$ cat src/rtl/cgra_lsu_arbiter.sv
// Load/store arbiter between the CGRA tile array and one OBI-style memory port.
// Tiles are served one transaction at a time in round-robin order. Each transaction
// completes with a one-cycle Grant pulse, and loads also get a Valid pulse with the data.
module cgra_lsu_arbiter #(
  parameter int NB_TILES = 16,
  parameter int AWIDTH   = 32,
  parameter int DWIDTH   = 32
) (
  input  logic                         Clk,
  input  logic                         Reset,
  input  logic [NB_TILES-1:0]          Tile_Req_I,
  input  logic [NB_TILES-1:0]          Tile_Load_I,
  input  logic [NB_TILES*AWIDTH-1:0]   Tile_Addr_I,
  input  logic [NB_TILES*DWIDTH-1:0]   Tile_Wdata_I,
  output logic [NB_TILES-1:0]          Tile_Grant_O,
  output logic [NB_TILES-1:0]          Tile_Valid_O,
  output logic [DWIDTH-1:0]            Tile_Rdata_O,
  output logic                         Mem_Req_O,
  input  logic                         Mem_Gnt_I,
  output logic [AWIDTH-1:0]            Mem_Addr_O,
  output logic                         Mem_We_O,
  output logic [3:0]                   Mem_Be_O,
  output logic [DWIDTH-1:0]            Mem_Wdata_O,
  input  logic                         Mem_Rvalid_I,
  input  logic [DWIDTH-1:0]            Mem_Rdata_I,
  output logic                         Busy_O,
  output logic                         Misalign_O
);

  // state     | meaning
  // IDLE      | arbitrate among requesting tiles, latch the winner's access
  // ADDR      | memory request held until Mem_Gnt_I
  // RESP_WAIT | waiting for Mem_Rvalid_I (loads and stores alike)
  // DONE      | Grant (and Valid for loads) pulse, advance round-robin pointer

  localparam int IDXW = (NB_TILES > 1) ? $clog2(NB_TILES) : 1;

  typedef enum logic [1:0] {IDLE, ADDR, RESP_WAIT, DONE} state_t;

  state_t              state_q;
  logic [IDXW-1:0]     rr_ptr_q;
  logic [IDXW-1:0]     idx_q;
  logic                load_q;
  logic                we_q;
  logic [AWIDTH-1:0]   addr_q;
  logic [DWIDTH-1:0]   wdata_q;
  logic                mem_req_q;
  logic [NB_TILES-1:0] grant_q;
  logic [NB_TILES-1:0] valid_q;
  logic [DWIDTH-1:0]   rdata_q;
  logic                misalign_q;

  logic [AWIDTH-1:0]   tile_addr  [NB_TILES];
  logic [DWIDTH-1:0]   tile_wdata [NB_TILES];
  logic                win_found;
  logic [IDXW-1:0]     win_idx;
  int                  cand;

  // Unpack the flat per-tile buses so the winner can be selected by index.
  for (genvar g = 0; g < NB_TILES; g++) begin : g_unpack
    assign tile_addr[g]  = Tile_Addr_I[g*AWIDTH +: AWIDTH];
    assign tile_wdata[g] = Tile_Wdata_I[g*DWIDTH +: DWIDTH];
  end

  // Round-robin search: first requester at or after rr_ptr, wrapping to 0.
  always_comb begin
    win_found = 1'b0;
    win_idx   = '0;
    cand      = 0;
    for (int k = 0; k < NB_TILES; k++) begin
      cand = int'(rr_ptr_q) + k;
      if (cand >= NB_TILES) cand = cand - NB_TILES;
      if (!win_found && Tile_Req_I[cand]) begin
        win_found = 1'b1;
        win_idx   = IDXW'(cand);
      end
    end
  end

  // Transaction sequencer; every outward-facing signal is registered here.
  always_ff @(posedge Clk or negedge Reset) begin
    if (!Reset) begin
      state_q    <= IDLE;
      rr_ptr_q   <= '0;
      idx_q      <= '0;
      load_q     <= 1'b0;
      we_q       <= 1'b0;
      addr_q     <= '0;
      wdata_q    <= '0;
      mem_req_q  <= 1'b0;
      grant_q    <= '0;
      valid_q    <= '0;
      rdata_q    <= '0;
      misalign_q <= 1'b0;
    end else begin
      grant_q <= '0;
      valid_q <= '0;
      case (state_q)
        IDLE: begin
          if (win_found) begin
            idx_q     <= win_idx;
            load_q    <= Tile_Load_I[win_idx];
            we_q      <= ~Tile_Load_I[win_idx];
            addr_q    <= tile_addr[win_idx];
            wdata_q   <= tile_wdata[win_idx];
            mem_req_q <= 1'b1;
            // Registered on entry so the flag is already up during the ADDR cycle.
            if (tile_addr[win_idx][1:0] != 2'b00) misalign_q <= 1'b1;
            state_q   <= ADDR;
          end
        end
        ADDR: begin
          // A response arriving here is a protocol violation and is ignored.
          if (Mem_Gnt_I) begin
            mem_req_q <= 1'b0;
            state_q   <= RESP_WAIT;
          end
        end
        RESP_WAIT: begin
          if (Mem_Rvalid_I) begin
            if (load_q) rdata_q <= Mem_Rdata_I;
            grant_q[idx_q] <= 1'b1;
            valid_q[idx_q] <= load_q;
            state_q        <= DONE;
          end
        end
        DONE: begin
          rr_ptr_q <= (idx_q == IDXW'(NB_TILES - 1)) ? '0 : idx_q + IDXW'(1);
          state_q  <= IDLE;
        end
        default: state_q <= IDLE;
      endcase
    end
  end

  assign Tile_Grant_O = grant_q;
  assign Tile_Valid_O = valid_q;
  assign Tile_Rdata_O = rdata_q;
  assign Mem_Req_O    = mem_req_q;
  assign Mem_Addr_O   = {addr_q[AWIDTH-1:2], 2'b00};
  assign Mem_We_O     = we_q;
  // Full-word accesses only; enables are shown whenever a request is on the port.
  assign Mem_Be_O     = mem_req_q ? 4'hF : 4'h0;
  assign Mem_Wdata_O  = wdata_q;
  assign Busy_O       = (state_q != IDLE);
  assign Misalign_O   = misalign_q;

endmodule

$ cat config.mk
export PLATFORM = sky130hd
export DESIGN_NAME = cgra_lsu_arbiter
export DESIGN_NICKNAME = d
export VERILOG_FILES = /design/src/rtl/cgra_lsu_arbiter.sv
export SDC_FILE = /design/constraint.sdc
export NUM_CORES = 1
export LEC_CHECK = 0
export CAP_MARGIN = 25
export CORE_AREA = 4 4 477 479
export DETAILED_ROUTE_END_ITERATION = 8
export DIE_AREA = 0 0 481 483
export PLACE_DENSITY_LB_ADDON = 0.25
export SLEW_MARGIN = 20
export SYNTH_ARGS = -nofsm -noshare
export SYNTH_HDL_FRONTEND = slang
export SYNTH_SLANG_ARGS = --single-unit
$ cat constraint.sdc
create_clock -name Clk -period 5.9 [get_ports Clk]
set_input_delay 0.885 -clock Clk [delete_from_list [all_inputs] [get_ports Clk]]
set_output_delay 0.885 -clock Clk [all_outputs]
set_load 0.05 [all_outputs]
; Yosys cells after proc, flatten, opt, wreduce, memory -nomap -nowiden
; Index checks and enable logic that the tools add are counted.
[totals]
output_inout_bits = 136
latchBits = 0
regBits = 142
mem_bits_ro = 0
mem_count = 0
word_cells = 249
ram_bits = 0
in_bits = 1092
[op_classes]
n_addsub = 32
shift = 0
n_div = 0
n_mul = 0
eq_ne = 7
reduce_logical = 40
n_lt_le_gt_ge = 36
mux = 119
n_bitwise = 3
[ops]
columns = cell, count
row1 = 2-to-1 mux 32 bit, 20
row2 = less-than comparator 32 x 6 -> 1 bit (second input constant), 16
row3 = binary-select mux 32 bit (select 4 bit), 2
row4 = subtractor 5 x 5 -> 6 bit (second input constant), 15
row5 = greater-or-equal comparator 5 bit (second input constant), 16
row6 = 2-to-1 mux 4 bit, 18
row7 = binary-select mux 1 bit (select 4 bit), 17
row8 = 2-to-1 mux 16 bit, 4
row9 = 2-to-1 mux 1 bit, 52
row10 = adder 4 x 4 -> 5 bit (second input constant), 8
row11 = adder 4 x 3 -> 5 bit (second input constant), 4
row12 = AND 16 bit, 1
row13 = logical AND 1 bit, 16
row14 = logical NOT 1 bit, 15
row15 = AND reduction 3 bit, 4
row16 = adder 4 x 2 -> 5 bit (second input constant), 2
row17 = less-than comparator 4 x 5 -> 1 bit (second input constant), 2
row18 = case mux 2 bit (4 select lines), 1
row19 = 2-to-1 mux 2 bit, 3
row20 = != test 2 bit (second input constant), 3
row21 = nonzero test 2 bit, 3
row22 = subtractor 4 x 5 -> 6 bit (second input constant), 1
row23 = adder 4 x 1 -> 5 bit (second input constant), 1
row24 = greater-or-equal comparator 4 x 5 -> 1 bit (second input constant), 1
row25 = other kinds (11), 12

; Logic depth before layout (Yosys ltp)
[logic_depth]
depth_word = 57
mapped_depth = 22
ltp_nobuf = 14

; Least setup slack after synthesis
; Ideal clock, no wire load.
[synth_path]
kind = reg-to-reg
startpoint = register rr_ptr_q[1]
endpoint = register addr_q[24]
t_required_ns = 5.776
path_slack_ns = 0.835
t_arrival_ns = 4.942
path_stages_with_launch = 20
cell_sequence = dfrtp_1 buf_2 buf_1 inv_1 ha_1 buf_2 mux4_2 mux2i_1 nand2b_1 a211oi_2 and2_1 buf_2 nand3_1 a21oi_1 a21oi_1 a32oi_2 buf_2 buf_1 mux4_2 a211o_1
[synth_via]
elab_chain_cells = 55
word_cells_on_any_way = 178
classes_between = 31 x add/sub / 16 x order compare / 99 x mux / 1 x bitwise / 31 x reduce/logical
[synth_rtl]
columns = element, line_no
row1 = from (decl), 41  ; logic [IDXW-1:0] rr_ptr_q;
row2 = from (signal assigned), 128  ; rr_ptr_q <= (idx_q == IDXW'(NB_TILES - 1)) ? '0 : idx_q + IDXW'(1);
row3 = "parallel branches: the longest is 55 deep, another holds subtractor 5 x 5 -> 6 bit", -
row4 = to (signal assigned), 104  ; addr_q <= tile_addr[win_idx];
row5 = to (decl), 45  ; logic [AWIDTH-1:0] addr_q;
; Parallel ways; which one is timed is not known. The select of a mux whose other input is x is not followed.
; A chain may end at the register's enable or synchronous reset.

; Worst setup path in the final report
[layout_path]
startpoint = register rr_ptr_q[0]
endpoint = register addr_q[12]
; The elaborated chain is that of the path after synthesis.

==> results.ini <==
[place]
io_buffers=1225
dp_hpwl_mm=162
post-place-cells=6116
gp_congestion=0.886
postPlaceCellArea_sq_um=32400
dp_worst_setup_slack_ns=-0.0611

[critical_path]
endpoint_kind=register
start_kind=register
critPathRequiredTime_ns=6.37
crit_fanout=14
worstSetupStartpoint=rr_ptr_q[0]
arrival_ns=6.03
r2r-start=rr_ptr_q[0]
crit_type=register to register

[die]
fp.dieH_microns=483
ios=1228
chipWidth_microns=481
core_area_sq_um=224000
start_util_pct=7.07
rows=174
dieArea_sq_um=232000

[clock_tree]
cts.sinks=140
path_clk_slew_ns=0.11
htreeDepth=4
cts_buffers=17
cts_tree=done
cts_root_buf=clkbuf_16
clockBufferDepth=2
clk_latency_ns=0.56
hold_buffers=0

[status]
outcome=complete, no violations

[detailed_routing]
final_antenna_net_count=0
wl_per_cell_microns=30.6
dr.first_iter.drc_count=1454
vias=22000
finalWirelength_mm=189
first_pass_iters=5
via_per_inst=3.56
remaining_drc_errors=0

[finish]
area_growth_pct=109
nNetsFinal=4252
design_area_sq_um=33100
finalNonFillerCells=6184
drive_gt1_share_pct=12.0
fillCellCount=25600

[sta]
drv_slew=0
max-slew-margin-rel_pct=41.2
finalSetupViolations=0
skew_ns=0.0352
finalCritPeriodShare_pct=94.1
tightest_slew_ns=0.876
hold_viol=0
finalCriticalPeriod_ns=5.55
fmax_mhz=180
fin_ws_ns=0.347
rsz0062_at_grt=no

[global_routing]
globalRouteOverflowTotal=0
grtUsageTotal_pct=15.7
grt_max_degree=61
grt_pass1_wl_mm=240
first_global_vias=23100
antenna_found_initial=178

[worst_hold_path]
hp-class=input pin to asynchronous set/reset pin

[synth]
ys.flop_type=dfrtp_1
ys_ff_latch=140
syn_area_per_cell_sq_um=8.07
synth_edf_count=0
yosysUniqueCellTypes=71
ys_warn_count=0
syn_inst=1958
async_flop_share_pct=100
syn_area_sq_um=15800
ys_seq_area_share_pct=22.2

[run]
drv_cap=0

-- state kept, by name (all words and copies together) (netlist names) --
signal and count:
Tile_Rdata_O 32, Tile_Grant_O 16, Mem_We_O 1, Misalign_O 1
load_q 1, Tile_Valid_O 16, Mem_Req_O 1, Mem_Wdata_O 32
state_q 2, rr_ptr_q 4, idx_q 4, addr_q 30
-- worst max-delay path, stage by stage (launching register included) --
cell	delay (ns)
dfrtp_1	0.47
inv_1	0.09
ha_1	0.58
buf_4	0.26
mux4_2	0.50
mux2i_1	0.35
mux2i_1	0.15
buf_4	0.23
nor4b_4	0.36
mux2_2	0.37
o21ai_0	0.21
a21o_1	0.16
a21oi_1	0.16
or2_4	0.31
nor2_4	0.67
buf_12	0.27
a22o_1	0.17
a211o_1	0.11
-- area by class of cell --
cell class	instances	area [sq um]	share of cell area, %
diodes	36	90.1	0.272
clock buffers	18	439	1.33
clock inverters	14	149	0.450
inverters	19	72.6	0.219
multi-input cells	1614	11400	34.6
flip-flops and latches	140	3500	10.6
well taps	2992	3740	11.3
repair buffers	1351	13600	41.2
-- path summary, 6_finish.rpt --
| kind | cells past startpoint | slack (ns) | endpoint |
|---|---|---|---|
| max | 17 | 0.35 | addr_q[12] |
| max reg2reg | 17 | 0.35 | addr_q[12] |
| min in group Clk | 1 | 0.48 | Misalign_O |
| min reg2reg | 1 | 0.48 | Misalign_O |
| max in group asynchronous | 2 | 4.25 | Mem_Req_O |
| min | 1 | 0.30 | Tile_Valid_O[15] |
-- synth_stat cells (4+ instances only) --
master      n  area, sq um
nand2_1   538         2020
a21oi_1   340         1700
mux4_2    150         3380
o21ai_0   149          746
dfrtp_1   140         3500
clkbuf_1   86          323
a22o_1     63          552
a211o_1    62          543
buf_2      61          305
nor2_1     55          206
mux2_2     45          507
nor3_1     26          130
nand3_1    25          125
mux2i_1    23          230
buf_1      17         63.8
ha_1       17          213
inv_1      17         63.8
buf_6      14          158
xnor2_1     9         78.8
buf_4       8         60.1
nand2b_1    8         50.1
and2_1      5         31.3
nand3b_1    5         37.5
a211oi_1    4         30.0
and3_1      4         25.0
nand4_1     4         25.0
nor2b_1     4         25.0
o211ai_1    4         30.0
o22ai_1     4         25.0
o311ai_0    4         35.0
xor2_1      4         35.0
-- stage by stage --
stage	hold WS [ns]	util (%)	setup TNS, ns
4_1_cts	0.260	14.7	0
3_3_place_gp	0.467	14.5	-0.127
5_1_grt	0.292	14.8	0
3_5_place_dp	0.466	14.5	-0.0611
6_report	0.297	14.8	0
2_1_floorplan	0.500	-	0
-- cells by family (layout without fill, tap and decap cells) --
family	after synthesis	count (layout)	share of synthesized area (%)
fa+ha+maj	17	17	1.35
flops	140	140	22.2
mux	218	218	26.0
simple gates	691	691	17.9
compound gates	673	673	25.6
buf+inv	205	1402	6.22
xor+xnor	13	13	0.721
other cells	1	38	0.0237
-- repair_timing --
item | 4_1_cts | 5_1_grt
buffers inserted | 0 | 0
endpoints found under the setup margin | 0 | 3
gates resized for setup | 0 | 3
-- cell usage in the layout, fill, tap and decap left out, drive strengths merged, types with 17 or more instances in the layout --
master | synthesis | final
clkdlybuf4s50 | 0 | 1224
nand2 | 538 | 538
a21oi | 340 | 340
mux4 | 150 | 150
o21ai | 150 | 150
dfrtp | 140 | 140
buf | 100 | 127
a22o | 63 | 63
a211o | 62 | 62
nor2 | 57 | 57
mux2 | 45 | 45
diode | 0 | 36
nor3 | 27 | 27
nand3 | 26 | 26
inv | 18 | 25
mux2i | 23 | 23
clkbuf | 86 | 18
ha | 17 | 17
-- metal layers --
| layer | global-route usage [%] | up-vias | routed length (microns) |
|---|---|---|---|
| met5 | 0 | - | 615 |
| li1 | - | 9623 | - |
| met3 | 6.21 | 234 | 17900 |
| met2 | 27.7 | 1217 | 93500 |
| met4 | 1.87 | 94 | 2180 |
| met1 | 18.3 | 10800 | 74900 |
Power is not shown: default switching activity piles up to over one toggle a cycle in this logic, so the estimate is an artifact.
